$ cat src/rtl/serial_adder_pkg.sv
// Shared definitions for the bit-serial adder: FSM state encoding and
// the bit-counter width helper.
package serial_adder_pkg;

    typedef enum logic [1:0] {
        S_IDLE = 2'd0,
        S_RUN  = 2'd1,
        S_DONE = 2'd2
    } state_t;

    // Width of a counter that has to reach width-1; at least one bit.
    function automatic int cnt_width(input int width);
        return (width <= 2) ? 1 : $clog2(width);
    endfunction

endpackage

$ cat src/rtl/fulladd_dataflow.sv
// One-bit full adder cell, dataflow style.
module fulladd_dataflow (
    input  logic a,
    input  logic b,
    input  logic ci,
    output logic s,
    output logic co
);

    assign s  = a ^ b ^ ci;
    assign co = (a & b) | (a & ci) | (b & ci);

endmodule

$ cat src/rtl/serial_adder.sv
// Bit-serial WIDTH-bit adder. Operands are captured on an accepted start,
// then one bit per clock is added LSB first through a single full-adder
// cell with the carry held in a flip-flop. The result is published
// together with a one-cycle done pulse on the WIDTH-th edge after accept.
module serial_adder
    import serial_adder_pkg::*;
#(
    parameter int WIDTH = 8
) (
    input  logic             clk,
    input  logic             rst,
    input  logic             start,
    input  logic [WIDTH-1:0] a,
    input  logic [WIDTH-1:0] b,
    input  logic             cin,
    output logic             busy,
    output logic             done,
    output logic [WIDTH-1:0] sum,
    output logic             cout
);

    localparam int                CNT_W    = cnt_width(WIDTH);
    localparam logic [CNT_W-1:0]  LAST_BIT = CNT_W'(WIDTH - 1);

    state_t           state;
    logic [WIDTH-1:0] sa;
    logic [WIDTH-1:0] sb;
    logic [WIDTH-1:0] sreg;
    logic             carry;
    logic [CNT_W-1:0] cnt;
    logic             s_bit;
    logic             carry_next;

    // The only arithmetic in the block: current LSBs plus the stored carry.
    fulladd_dataflow u_fa (
        .a  (sa[0]),
        .b  (sb[0]),
        .ci (carry),
        .s  (s_bit),
        .co (carry_next)
    );

    // Control FSM, operand/sum shift registers and registered outputs.
    // NOTE: every register here uses <= so all of them update from the
    // pre-edge values; a blocking = would let later lines see new values.
    always_ff @(posedge clk) begin
        if (rst) begin
            // NOTE: the shift registers are plain flops, not a RAM, so they
            // can be cleared here; a stale partial result is discarded.
            state <= S_IDLE;
            busy  <= 1'b0;
            done  <= 1'b0;
            sum   <= '0;
            cout  <= 1'b0;
            carry <= 1'b0;
            sa    <= '0;
            sb    <= '0;
            sreg  <= '0;
            cnt   <= '0;
        end else begin
            case (state)
                S_IDLE, S_DONE: begin
                    done <= 1'b0;
                    if (start) begin
                        sa    <= a;
                        sb    <= b;
                        carry <= cin;
                        cnt   <= '0;
                        busy  <= 1'b1;
                        state <= S_RUN;
                    end else begin
                        state <= S_IDLE;
                    end
                end

                S_RUN: begin
                    sa    <= {1'b0, sa[WIDTH-1:1]};
                    sb    <= {1'b0, sb[WIDTH-1:1]};
                    sreg  <= {s_bit, sreg[WIDTH-1:1]};
                    carry <= carry_next;
                    if (cnt == LAST_BIT) begin
                        sum   <= {s_bit, sreg[WIDTH-1:1]};
                        cout  <= carry_next;
                        done  <= 1'b1;
                        busy  <= 1'b0;
                        cnt   <= '0;
                        state <= S_DONE;
                    end else begin
                        cnt <= cnt + CNT_W'(1);
                    end
                end

                default: begin
                    busy  <= 1'b0;
                    done  <= 1'b0;
                    state <= S_IDLE;
                end
            endcase
        end
    end

endmodule
$ cat config.mk
export PLATFORM = sky130hd
export DESIGN_NAME = serial_adder
export DESIGN_NICKNAME = d
export VERILOG_FILES = /design/src/rtl/serial_adder_pkg.sv /design/src/rtl/fulladd_dataflow.sv /design/src/rtl/serial_adder.sv
export SDC_FILE = /design/constraint.sdc
export NUM_CORES = 1
export LEC_CHECK = 0
export ABC_AREA = 1
export CORE_MARGIN = 4
export CORE_UTILIZATION = 48
export DETAILED_ROUTE_END_ITERATION = 10
export MAX_ROUTING_LAYER = met4
export PLACE_DENSITY = 0.72
export SLEW_MARGIN = 20
export SYNTH_ARGS = -nofsm -noshare
export SYNTH_HDL_FRONTEND = slang
export SYNTH_SLANG_ARGS = --single-unit
$ cat constraint.sdc
create_clock -name clk -period 1.1 [get_ports clk]
set_input_delay 0.165 -clock clk [delete_from_list [all_inputs] [get_ports clk]]
set_output_delay 0.165 -clock clk [all_outputs]
set_load 0.05 [all_outputs]
==> flow_metrics.env <==
export IMPL_slew_headroom_pct=83.50
export IMPL_grt_pass1_vias=1587
export IMPL_nNetsFinal=347
export IMPL_r2r_start="carry"
export IMPL_yosys_top_cells_count="nand2_1, nor2_1, inv_1, dfxtp_1, nand3_1"
export IMPL_cp_cell_sequence="fa_2, o21ai_1, nor2_1"
export IMPL_holdWs_ns=0.4556
export IMPL_avgSynthCellArea_um2=6.904
export IMPL_hold_end="sb[7]"
export IMPL_critPathMaxStageDelay_ns=0.58
export IMPL_synth_edf_count=0
export IMPL_finalSetupViolations=1
export IMPL_hold_viol=0
export IMPL_postSynthCellCount=282
export IMPL_post_place_ws_ns=-0.2216
export IMPL_vias_per_cell=4.758
export IMPL_start_util_pct=51.25
export IMPL_synth_most_common_cell="nand2_1"
export IMPL_rsz0062_at_grt="yes"
export IMPL_crit_path_top_delay_cell="fa_2"
export IMPL_overflow=0
export IMPL_worst_r2r_setup_slack_ns=-0.02
export IMPL_grt_max_degree=21
export IMPL_drc_errors=0
export IMPL_cellLeakagePower_nw=1.273
export IMPL_routedWlPerCell_um=11.01
export IMPL_setup_tns_ns=-0.01964
export IMPL_endpoint_kind="register"
export IMPL_worstSkewPairLatency_ns=0.28
export IMPL_required_ns=1.32
export IMPL_powerDensity_nw_per_um2=1198
export IMPL_dieWidth_um=71.69
export IMPL_clkSlewWorstSetupHoldPaths_ns=0.07
export IMPL_antenna_diode_count=0
export IMPL_vias=1770
export IMPL_dieHeight_um=71.69
export IMPL_port_buffers=30
export IMPL_hold_class="input pin to register"
export IMPL_hp_start="b[7]"
export IMPL_drt_iter0_drc=109
export IMPL_fmax_ghz=0.8931
export IMPL_reg2regPathDepth=3
export IMPL_worstMarginPinSlew_ns=0.2472
export IMPL_synth_area_um2=1947
export IMPL_cp_top_family="adder cells"
export IMPL_dr_pass1_iters=4
export IMPL_maxCapViolations=0
export IMPL_yosysWarningCount=0
export IMPL_clkSinkCount=40
export IMPL_grt_pass1_wl_um=6906
export IMPL_ys_async_sr_fraction_pct=0
export IMPL_utilization_pct=71.61
export IMPL_synth_cell_types=23
export IMPL_rows=22
export IMPL_crit_buf_inv=0
export IMPL_io_pins=31
export IMPL_grt_util_all_layers_pct=16.82
export IMPL_holdBufCountCts=0
export IMPL_synth_top_cell_by_area="dfxtp_1"
export IMPL_synthFlopType="dfxtp_1"
export IMPL_fin_crit_sh_pct=101.8
export IMPL_core_area_um2=3799
export IMPL_status="finished, violations left"
export IMPL_final_layout_size_suffix_gt1_share_pct=19.75
export IMPL_fin_cells=372
export IMPL_clock_path_buffers=2
export IMPL_cts_inserted_buffers=5
export IMPL_antenna_found_initial=0
export IMPL_crit_arrival_ns=1.34
export IMPL_yosys_top_cells_area="dfxtp_1, nand2_1, nor2_1, inv_1, nand3_1"
export IMPL_violations="negative setup slack"
export IMPL_synth_seq_cells=40
export IMPL_dpl_hpwl_um=2795
export IMPL_place_gp_congestion=0.7825
export IMPL_crit_type="register to register"
export IMPL_peakVddDrop_v=0.0008853
export IMPL_fp_dieArea_um2=5139
export IMPL_worstSetupStartpointType="register"
export IMPL_fin_crit_ns=1.120
export IMPL_final_max_slew_viol_count=0
export IMPL_cts_tree="done"
export IMPL_hold_depth=3
export IMPL_antenna_left=0
export IMPL_crit_fanout=2
export IMPL_r2r_end="sreg[7]"
export IMPL_setup_ws_ns=-0.01964
export IMPL_seq_area_frac_synth_pct=41.13
export IMPL_cts_root_buf="clkbuf_8"
export IMPL_fin_skew_ns=0.006231
export IMPL_place_inst=363
export IMPL_yosysTopAreaCellShare_pct=41.13
export IMPL_cts_htree_levels=2
export IMPL_routed_wl_um=4094
export IMPL_synth_nets=306
export IMPL_syn2layout_area_growth_pct=39.72
## worst register-to-register path, stage by stage (launching register included)
cell and delay (ns):
dfxtp_2 0.34, fa_2 0.58, o21ai_1 0.07, nor2_1 0.08
## layer usage
metal  track usage, %  wire length (µm)  vias up  share of wire, %
met5                -                 0        -                 0
met4            5.010                34        0              0.83
met3            2.665               163        2               4.0
met2            26.73              1972       27                48
met1            21.99              1924      801                47
li1                 -                 -      940                 -
## metrics by stage
stage / power, W / cell area, µm²
floorplan: 0.002023 / 1967
global placement: 0.002210 / 2486
detailed placement: 0.002227 / 2486
CTS: 0.003227 / 2620
global route: 0.003428 / 2720
finish: 0.003258 / 2720
## kinds of logic (layout without fill, tap and decap cells)
kind of cell	count (synthesis)	in the layout	share of synthesized area [%]
buf+inv	62	104	14.65
flops	40	40	41.13
simple gates	159	159	36.70
fa+ha+maj	4	4	2.957
compound gates	17	17	4.563
## power by group
group | internal [W] | switching, W | total (W) | leakage [nW]
sequential | 0.00155 | 0.0000594 | 0.00161 | 0.331
combinational | 0.000312 | 0.000340 | 0.000652 | 0.897
clock | 0.000512 | 0.000484 | 0.000996 | 0.0455
total | 0.00237 | 0.000883 | 0.00326 | 1.27
## worst max-delay path by stage
stage	start	to	slack, ns	cells past startpoint
finish	carry	sreg[7]	-0.02	3
global route	cnt[0]	sum[7]	-0.06	6
CTS	carry	sreg[7]	-0.03	3
detailed placement	start	sb[0]	-0.22	5
global placement	start	sb[6]	-0.17	5
floorplan	carry	sreg[7]	0.006	3
## timing repair
action	in CTS	in global routing
setup buffers	0	0
cloned	0	1
pin swaps	7	3
resized for setup	13	19
endpoints found under the setup margin	30	34
## state kept, by name (all words and copies together), names as in the netlist
signal  count
sb          8
done        1
sa          8
busy        1
sreg        7
state       2
cout        1
carry       1
cnt         3
sum         8
## area by class of cell
cell class | count | area [µm²]
Inverter | 47 | 183.9
Timing Repair Buffer | 49 | 614.3
Sequential cell | 40 | 812.0
Tap cell | 48 | 60.06
Multi-Input combinational cell | 180 | 959.7
Fill cell | 307 | 1079
Clock buffer | 8 | 90.09
## placed cells by master (no fill, tap or decap), types with 8 or more instances in the layout
cell,instances
nand2_1,58
inv_1,44
nor2_1,44
dfxtp_1,35
nand3_1,28
clkdlybuf4s50_1,19
buf_12,13
buf_4,12
nor3_1,11
o21ai_0,8
Power figures use the tool's default switching activity.
